===== src/rtl/id_ex_stage_buf.sv =====
// id_ex_stage_buf: decode-to-execute stage with load-use hazard detection and a two-entry head/skid buffer.
module id_ex_stage_buf #(
  parameter int DATA_W = 32,
  parameter int REG_AW = 5,
  parameter int CTRL_W = 15,
  parameter int CNT_W  = 16
) (
  input  logic              clk,
  input  logic              rst,
  input  logic              in_valid,
  output logic              in_ready,
  input  logic [DATA_W-1:0] in_pc,
  input  logic [31:0]       in_instr,
  input  logic [CTRL_W-1:0] in_ctrl,
  input  logic [DATA_W-1:0] in_rega,
  input  logic [DATA_W-1:0] in_regb,
  input  logic              ex_mem_read,
  input  logic [REG_AW-1:0] ex_rd,
  input  logic              flush,
  input  logic              stop_debug,
  output logic              out_valid,
  input  logic              out_ready,
  output logic [CTRL_W-1:0] out_ctrl,
  output logic [DATA_W-1:0] out_pc,
  output logic [DATA_W-1:0] out_rega,
  output logic [DATA_W-1:0] out_regb,
  output logic [DATA_W-1:0] out_imm,
  output logic [DATA_W-1:0] out_jaddr,
  output logic [5:0]        out_opcode,
  output logic [REG_AW-1:0] out_rs,
  output logic [REG_AW-1:0] out_rt,
  output logic [REG_AW-1:0] out_rd,
  output logic              hazard_stall,
  output logic [CNT_W-1:0]  instr_cnt,
  output logic [CNT_W-1:0]  bubble_cnt
);
  // Only instr[31:11] is needed downstream; the immediate is already expanded at push.
  typedef struct packed {
    logic [CTRL_W-1:0] ctrl;
    logic [DATA_W-1:0] pc;
    logic [DATA_W-1:0] rega;
    logic [DATA_W-1:0] regb;
    logic [DATA_W-1:0] imm;
    logic [DATA_W-1:0] jaddr;
    logic [20:0]       fields;
  } entry_t;
  entry_t head, skid, in_e;
  logic head_valid, skid_valid, hazard, push, pop;
  logic [5:0] op;
  logic [15:0] imm16;
  logic [REG_AW-1:0] in_rs, in_rt;
  always_comb begin
    op = in_instr[31:26];
    imm16 = in_instr[15:0];
    in_rs = REG_AW'(in_instr[25:21]);
    in_rt = REG_AW'(in_instr[20:16]);
    in_e.ctrl = in_ctrl;
    in_e.pc = in_pc;
    in_e.rega = in_rega;
    in_e.regb = in_regb;
    in_e.imm = (op >= 6'd12 && op <= 6'd14) ? DATA_W'(imm16) :
               (op == 6'd15) ? DATA_W'({imm16, 16'h0000}) :
               {{(DATA_W-16){imm16[15]}}, imm16};
    in_e.jaddr = {in_pc[DATA_W-1:28], in_instr[25:0], 2'b00};
    in_e.fields = in_instr[31:11];
  end
  assign hazard = in_valid & ex_mem_read & (ex_rd != '0) & (ex_rd == in_rs | ex_rd == in_rt);
  assign hazard_stall = hazard;
  assign in_ready = rst & ~stop_debug & ~flush & ~hazard & ~skid_valid;
  assign out_valid = head_valid & ~stop_debug;
  assign push = in_valid & in_ready;
  assign pop = out_valid & out_ready;
  always_ff @(posedge clk or negedge rst) begin
    if (!rst) begin
      head_valid <= 1'b0;
      skid_valid <= 1'b0;
      head <= '0;
      skid <= '0;
      instr_cnt <= '0;
      bubble_cnt <= '0;
    end else begin
      head_valid <= ~flush & (push | (head_valid & ~(pop & ~skid_valid)));
      skid_valid <= ~flush & ((push & head_valid & ~pop) | (skid_valid & ~pop));
      if (pop & skid_valid) head <= skid;
      else if (push & (~head_valid | pop)) head <= in_e;
      if (push & head_valid & ~pop) skid <= in_e;
      instr_cnt <= instr_cnt + CNT_W'(pop & ~&instr_cnt);
      bubble_cnt <= bubble_cnt + CNT_W'(hazard & ~stop_debug & ~&bubble_cnt);
    end
  end
  assign out_ctrl = head.ctrl;
  assign out_pc = head.pc;
  assign out_rega = head.rega;
  assign out_regb = head.regb;
  assign out_imm = head.imm;
  assign out_jaddr = head.jaddr;
  assign out_opcode = head.fields[20:15];
  assign out_rs = REG_AW'(head.fields[14:10]);
  assign out_rt = REG_AW'(head.fields[9:5]);
  assign out_rd = REG_AW'(head.fields[4:0]);
endmodule


===== config.mk =====
export PLATFORM = sky130hd
export DESIGN_NAME = id_ex_stage_buf
export DESIGN_NICKNAME = d
export VERILOG_FILES = /design/src/rtl/id_ex_stage_buf.sv
export SDC_FILE = /design/constraint.sdc
export NUM_CORES = 1
export LEC_CHECK = 0
export ABC_CLOCK_PERIOD_IN_PS = 5950
export CELL_PAD_IN_SITES_DETAIL_PLACEMENT = 0
export CELL_PAD_IN_SITES_GLOBAL_PLACEMENT = 1
export CORE_MARGIN = 3
export CORE_UTILIZATION = 43
export DETAILED_ROUTE_END_ITERATION = 6
export GPL_TIMING_DRIVEN = 1
export PLACE_DENSITY = 0.95
export SKIP_CTS_REPAIR_TIMING = 1
export SKIP_LAST_GASP = 1
export SYNTH_ARGS = -nofsm -noshare
export SYNTH_HDL_FRONTEND = slang
export SYNTH_SLANG_ARGS = --single-unit
export TNS_END_PERCENT = 50

===== constraint.sdc =====
create_clock -name clk -period 5.95 [get_ports clk]
set_clock_uncertainty 0.2 [all_clocks]
set_input_delay 1.4875 -clock clk [delete_from_list [all_inputs] [get_ports clk]]
set_output_delay 1.4875 -clock clk [all_outputs]
set_load 0.01 [all_outputs]

==> results, run 1 <==
- The initial utilization of the core area, before any placement, comes to 0.439.
- The data required time at the worst endpoint is 4260 ps.
- After synthesis the netlist holds a flip-flop and latch count of 384.
- The portion of synthesized cell area occupied by the leading cell type is 0.562.
- The die is 205 um wide.
- The highest attainable clock frequency is 182 MHz.
- The worst hold slack is 290 ps.
- The clock tree from TritonCTS is built.
- The mapped cell area is 17,100 um2.
- The type of the tightest min-delay check is flip-flop to flip-flop.
- Setup repair after global routing left no endpoint under its margin.
- The post-synthesis share of cell area spent on xor and xnor gates is 0.0200.
- The H-tree was split into 2 levels.
- The tool flagged a number of max-cap violations equal to 0.
- The aggregate negative setup slack is 0 ps.
- The origin of the worst setup path is ex_rd[1].
- After synthesis, the share of flip-flops with an asynchronous set or reset is 1.00.
- The clock edge transition at the registers on the reported setup and hold paths is 60 ps.
- After detailed routing, the number of remaining DRC violations is 0.
- The fraction of final layout cells with drive strength greater than 1 is 0.146.
- The multiplexer area fraction after synthesis is 0.116.
- The remaining antenna violation count after routing is 0.
- Summed over all instances, the cell type with the most area after synthesis is dfrtp_1.
- The floorplan step defined a die boundary enclosing 42,200 um2.
- The total routed wirelength is 47.6 mm.
- In this run the most critical hold path is launched from skid[53]$_DFFE_PN0P_.
- The number of hold violations in the final report is 0.
- The power per cell area is 351 nW/um2.
- The first detailed-routing pass ran for 5 iterations.
- The dominant cell type by count on the critical path is clkdlybuf4s50_1.
- In the final routed layout, each cell accounts on average for 19.7 um.
- Before CTS, the worst setup slack after placement is 461 ps.
- The startpoint-to-endpoint class of the critical path is input pin to output pin.
- The combined buffer and inverter count along the critical path is 2.
- In this run, synthesis inferred 0 flip-flops with an integrated enable.
- Of the total synthesized cell area, the portion taken by full adders, half adders and majority gates is 0.00293.
- The number of global-route vias before repair is 13,500.
- In the post-synthesis netlist, the biggest area contributors are dfrtp_1 (56%), mux2_2 (11%), o22a_1 (7.4%).
- The post-synthesis compound-gate area fraction was 0.109.
- The last weighted congestion value of the routability-driven placer is 0.857.
- The share of the Yosys chip area taken by registers is 0.562.
- The number of inserted filler cells in the final layout is 3,232.
- The post-route core utilization is 0.580.
- Walking the worst path, the cells encountered are clkdlybuf4s50_1, or4_1, o211ai_1, nor2_1, nor2b_1, clkdlybuf4s50_1.
- During I/O placement, the number of pins put on the boundary was 386.
- The number of antenna violations at the first check in global routing was 4.
- The basic-gate share of the synthesized area counting and, or, nand and nor cells is 0.145.
- Input and output buffers added on the ports amount to 383.
- The data arrival time at the worst-slack endpoint is 3810 ps.
- On the critical path, the stage with the largest delay is an instance of or4_1.
- The clock passes through at most 3 buffers.
- The worst voltage drop across the vdd grid is 318 uV.
- Yosys printed 0 warnings.
- The startpoint identified for the worst register-to-register timing path is skid_valid$_DFF_PN0_.
- The clock network latency to the later pin of the worst-skew pair is 550 ps.
- The kind of launch point of the worst setup path is an input pin.
- The number of core rows is 72.
- The final setup slack of the worst path is 456 ps.
- After synthesis, the largest family of logic cells by area is simple AND/OR/NAND/NOR gates.
- The number of slew-limit violations in the final report is 0.
- The transition at the pin with the smallest max-transition slack is 1240 ps.
- The detailed router's first-iteration violation count is 802.
- The leading register cell type out of synthesis is dfrtp_1.
- In this run, distinct cell masters in the synthesized netlist total 46.
- The root cell of the clock tree is clkbuf_16.
- The final setup violation count is 0.
- The placeable core area is 38,900 um2.
- Summed over all cells, the static leakage comes to 10.0 nW.
- The final cycle utilization of the critical path is 0.923.
- Of all nets on the critical path, the largest fanout is 3.
- The relative slew slack is 0.172.
- The area growth from synthesis to layout is 32.2%.
- The synthesized area divided by synthesized cell count is 11.1 um2.
- Counting every instance in the synthesized netlist gives 1,544.
- The count of nets after finishing is 2,020.
- The floorplan die height is 205 um.
- The total CTS buffers is 43.
- The post-detailed-route via-to-cell ratio is 5.54.
- The clock drives 384 sinks.
- The first global-routing pass estimated 75.5 mm of wire.
- The type of element capturing the critical path is an output pin.
- The maximum single-stage delay on the critical path is 580 ps.
- The maximum number of pins on one net before global-route repair is 160.
- The remaining global-route overflow is 0.
- Subtracting the final worst setup slack from the clock period gives 5490 ps.
- The kind of cell adding the most delay to the critical path is buffers and inverters.
- Once detailed placement completed, the half-perimeter wirelength came to 30.8 mm.
- Detailed routing inserted a total of 13,400 vias.
- The run finished with clean final reports.
- The aggregate global-route resource usage is 0.223.
[per-stage QoR]
stage               cells  instance area [um2]  power [W]
floorplan            1545                17100    0.00418
global placement     2334                21100    0.00522
detailed placement   2334                21100    0.00528
CTS                  2412                22600    0.00801
global route         2414                22600    0.00828
finish               2415                22600    0.00792
[state kept, by name (all words and copies together), names as in the netlist, 6 cells and up]
signal / flops
skid: 175
out_rega: 32
out_ctrl: 15
out_imm: 32
out_opcode: 6
bubble_cnt: 16
instr_cnt: 16
out_pc: 31
out_regb: 32
out_jaddr: 12
[report_power, final]
| group | leakage [nW] | total (W) | switching, W | internal [W] |
|---|---|---|---|---|
| combinational | 4.54 | 0.00182 | 0.000706 | 0.00111 |
| sequential | 4.79 | 0.00341 | 0.000311 | 0.00309 |
| clock | 0.710 | 0.00270 | 0.00106 | 0.00163 |
[Yosys cell counts, drive strengths merged, types with 2 or more instances]
cell type	count
and3	7
nor2	40
nand3	174
dfrtp	384
o22a	145
a21oi	18
nor3	3
xor2	12
nand4	5
nand2	334
buf	73
a2bb2oi	15
xnor2	27
and2	2
o2bb2ai	17
nor2b	2
mux2	174
o22ai	2
o21ai	21
clkbuf	64
ha	4
inv	2
and4	4
[final cells by class]
cell class	instances	area, um2	share of cell area
multi-input cells	1022	6760	0.299
inverters	2	7.51	0.000332
diodes	3	7.51	0.000332
clock buffers	66	1290	0.0573
repair buffers	408	4110	0.182
clock inverters	12	148	0.00654
flip-flops and latches	384	9610	0.425
well taps	518	648	0.0287
[cell families (layout without fill, tap and decap cells)]
group | Yosys count | after routing
multiplexers | 174 | 174
buffers and inverters | 139 | 488
AND/OR/NAND/NOR | 576 | 576
flip-flops | 384 | 384
AO/OA/AOI/OAI | 227 | 227
XOR/XNOR | 39 | 39
other | 1 | 5
adder cells (fa/ha/maj) | 4 | 4
[cell usage in the layout, fill, tap and decap left out, types with 2 or more instances in the layout]
cell and count:
mux2_4 6, dfrtp_1 384, o21ai_4 2, inv_1 2, clkbuf_8 9, bufinv_16 3
nand2_1 334, diode_2 3, nor2_1 40, o22ai_1 2, and2_1 2, nand4_1 5
ha_1 4, buf_12 7, mux2_2 168, o21ai_0 17, buf_4 18, xnor2_1 27
and4_1 4, o22a_1 145, clkdlybuf4s50_1 382, o2bb2ai_1 17, conb_1 2, nand3_1 174
clkbuf_1 12, clkbuf_16 45, nor3_1 3, a21oi_1 17, xor2_1 12, a2bb2oi_1 15
nor2b_1 2, and3_1 6, clkinv_2 6
[worst paths after layout]
kind / end / slack [ps] / cells past startpoint
min in group asynchronous: out_pc[17]$_DFFE_PN0P_ / 620 / 1
setup reg to reg: skid[103]$_DFFE_PN0P_ / 2910 / 6
max in group asynchronous: skid[103]$_DFFE_PN0P_ / 2990 / 3
setup / recovery: in_ready / 460 / 6
hold reg to reg: skid[53]$_DFFE_PN0P_ / 290 / 1
hold / removal: skid[53]$_DFFE_PN0P_ / 290 / 1
[metal layers]
metal / GRT usage / routed length [um] / up-vias
met5: 0 / 11 / -
met4: 0.0959 / 2040 / 2
met3: 0.0516 / 3170 / 109
met2: 0.361 / 23100 / 436
met1: 0.288 / 19300 / 6780
li1: - / - / 6047
[worst reg2reg max path, stage by stage (launching register included)]
cell	delay, ps
dfrtp_1	430
nor4b_2	350
nand2_1	240
nor2_1	330
a21boi_4	290
buf_4	590
mux2_2	460
Note: power is estimated with default switching activity, not from simulation.
==> run 2, diff against run 1 <==
- CORE_MARGIN: 3 -> 2
==> run 2 against run 1 <==
Against the previous run: setup slack improved by 56 ps; power decreased by 1.6%; first-iteration DRC count decreased by 16%; global-route usage increased by 0.56 points; clock power decreased by 5%; highest routed layer unchanged.
==> results, run 2 (same netlist as run 1, synthesis figures left out) <==
- The post-route core utilization is 0.570 (was 0.580).
- The number of global-route vias before repair was 13,400 (was 13,500).
- Most used cells in the layout excluding fill and tap cells: dfrtp_1 (384), clkdlybuf4s50_1 (382), nand2_1 (334) (unchanged).
- The detailed-route wire length per cell is 19.6 um (was 19.7 um).
- The die width is 203 um (was 205 um).
- The maximum root-to-sink buffer count is 3 (unchanged).
- Unrepaired setup endpoints after global routing: no (unchanged).
- The remaining global-route overflow is 0 (unchanged).
- The placed cell count is 2,341 (was 2,334).
- The minimum clock period after layout is 5440 ps (was 5490 ps).
- The root cell of the clock tree was clkbuf_16 (unchanged).
- The final setup slack of the worst path is 511 ps (was 456 ps).
- The number of instances on the worst hold path came to 1 (unchanged).
- The placeable core area came to 39,500 um2 (was 38,900 um2).
- The last weighted congestion value of the routability-driven placer is 0.845 (was 0.857).
- The top-level port count was 386 (unchanged).
- The aggregate negative setup slack is 0 ps (unchanged).
- The detailed router's first-iteration violation count is 677 (was 802).
- The combined buffer and inverter count along the critical path is 2 (unchanged).
- The maximum number of pins on one net before global-route repair is 165 (was 160).
- The top fanout value on the critical path is 3 (unchanged).
- The total power after layout was 0.00779 W (was 0.00792 W).
- The total routed wirelength is 47.4 mm (was 47.6 mm).
- The data required time at the worst endpoint is 4260 ps (about the same).
- The critical register-to-register path startpoint is skid_valid$_DFF_PN0_ (unchanged).
- The leakage power summed over all cells was 10.0 nW (about the same).
- The highest attainable clock frequency is 184 MHz (was 182 MHz).
- The wire length of the first global-routing pass is 75.3 mm (was 75.5 mm).
- The startpoint-to-endpoint class of the critical path is input pin to output pin (unchanged).
- The number of core rows came to 73 (was 72).
- Run status: finished, final reports clean (unchanged).
- The number of slew-limit violations in the final report is 0 (unchanged).
- The clock tree from TritonCTS is built (unchanged).
- The kind of launch point of the worst setup path is an input pin (unchanged).
- The remaining design rule violation count was 0 (unchanged).
- The number of sinks driven by the clock tree came to 384 (unchanged).
- The transition at the pin with the smallest max-transition slack is 1200 ps (was 1240 ps).
- The count of nets after finishing was 2,019 (was 2,020).
- The worst-case setup slack after placement is 510 ps (was 461 ps).
- Cell breakdown of the critical path: clkdlybuf4s50_1, or4_1, o211ai_1, nor2_1, nor2b_1, clkdlybuf4s50_1 (unchanged).
- The number of detailed-routing iterations run before antenna repair is 5 (unchanged).
- The dominant cell type by count on the critical path is clkdlybuf4s50_1 (unchanged).
- The die outline area is 41,400 um2 (was 42,200 um2).
- The data arrival time at the worst-slack endpoint is 3750 ps (was 3810 ps).
- The count of maximum capacitance violations is 0 (unchanged).
- The floorplan die height is 203 um (was 205 um).
- The type of element capturing the critical path is an output pin (unchanged).
- The worst flop-to-flop path endpoint is skid[146]$_DFFE_PN0P_ (was skid[103]$_DFFE_PN0P_).
- The aggregate global-route resource usage came to 0.228 (was 0.223).
- The relative slew slack is 0.199 (was 0.172).
- The overall via count from detail_route is 13,200 (was 13,400).
- The slack of the worst reg-to-reg path is 2910 ps (about the same).
- The power per cell area came to 346 nW/um2 (was 351 nW/um2).
- The area growth from synthesis to layout was 31.7% (was 32.2%).
- The type of the tightest min-delay check is flip-flop to flip-flop (unchanged).
- The number of flip-flops in the largest register was 175 (unchanged).
- The critical path's slowest cell is or4_1 (unchanged).
- The total CTS buffers is 42 (was 43).
- The post-detailed-route via-to-cell ratio is 5.46 (was 5.54).
- The critical path capture point is in_ready (unchanged).
- The clock network latency to the later pin of the worst-skew pair is 550 ps (about the same).
- The final cycle utilization of the critical path was 0.914 (was 0.923).
- The total number of cells along the worst setup path is 6 (unchanged).
- The number of hold violations in the final report was 0 (unchanged).
- The maximum single-stage delay on the critical path is 560 ps (was 580 ps).
- The final setup violation count is 0 (unchanged).
- The half-perimeter wire length after placement was 30.1 mm (was 30.8 mm).
- The worst voltage drop across the vdd grid came to 211 uV (was 318 uV).
- The filler-free cell count of the finished design is 2,414 (was 2,415).
- The cell depth of the worst flop-to-flop path is 6 (unchanged).
- The count of H-tree levels built during CTS was 2 (unchanged).
- The clock edge transition at the registers on the reported setup and hold paths is 60 ps (about the same).
- The remaining antenna violation count after routing was 0 (unchanged).
- The origin of the worst setup path is ex_rd[2] (was ex_rd[1]).
- The top register by number of flip-flops is skid (unchanged).
- The kind of cell adding the most delay to the critical path is buffers and inverters (unchanged).
- The number of input and output port buffers inserted is 383 (unchanged).
- The fraction of final layout cells with drive strength greater than 1 is 0.144 (was 0.146).
- The initial core utilization was 0.433 (was 0.439).
- The number of antenna violations at the first check in global routing is 3 (was 4).
- The leading cell type in the layout, fill and taps excluded was dfrtp_1 (unchanged).
==> run 2: cell type report <==
type / count / area [um2]
inverter: 2 / 7.51
fill: 3300 / 17000
antenna: 2 / 5.00
sequential: 384 / 9610
clock inverter: 5 / 53.8
timing repair buffer: 408 / 4100
tap: 525 / 657
clock buffer: 66 / 1320
multi-input combinational: 1022 / 6760
==> run 2: how the worst min path moves through the flow <==
stage	from	slack [ps]	end
2_1_floorplan	skid[53]$_DFFE_PN0P_	260	skid[53]$_DFFE_PN0P_
3_3_place_gp	instr_cnt[11]$_DFF_PN0_	270	instr_cnt[11]$_DFF_PN0_
3_5_place_dp	skid[64]$_DFFE_PN0P_	270	skid[64]$_DFFE_PN0P_
4_1_cts	skid[64]$_DFFE_PN0P_	290	skid[64]$_DFFE_PN0P_
5_1_grt	skid[63]$_DFFE_PN0P_	300	skid[63]$_DFFE_PN0P_
6_report	skid[59]$_DFFE_PN0P_	290	skid[59]$_DFFE_PN0P_
==> run 2: metal layers <==
metal,share of wire,vias up,global-route usage
met5,0.00027,-,0
met4,0.042,2,0.102
met3,0.054,106,0.0451
met2,0.49,393,0.377
met1,0.41,6646,0.292
li1,-,6040,-
==> run 2: where the power goes <==
part	internal (W)	switching, W
logic	0.00111	0.000701
registers	0.00310	0.000310
clock network	0.00155	0.00102
==> run 2: through the flow <==
stage / hold WS [ps] / area (um2)
2_1_floorplan: 256 / 17100
3_3_place_gp: 270 / 21100
3_5_place_dp: 274 / 21100
4_1_cts: 292 / 22500
5_1_grt: 305 / 22500
6_report: 291 / 22500
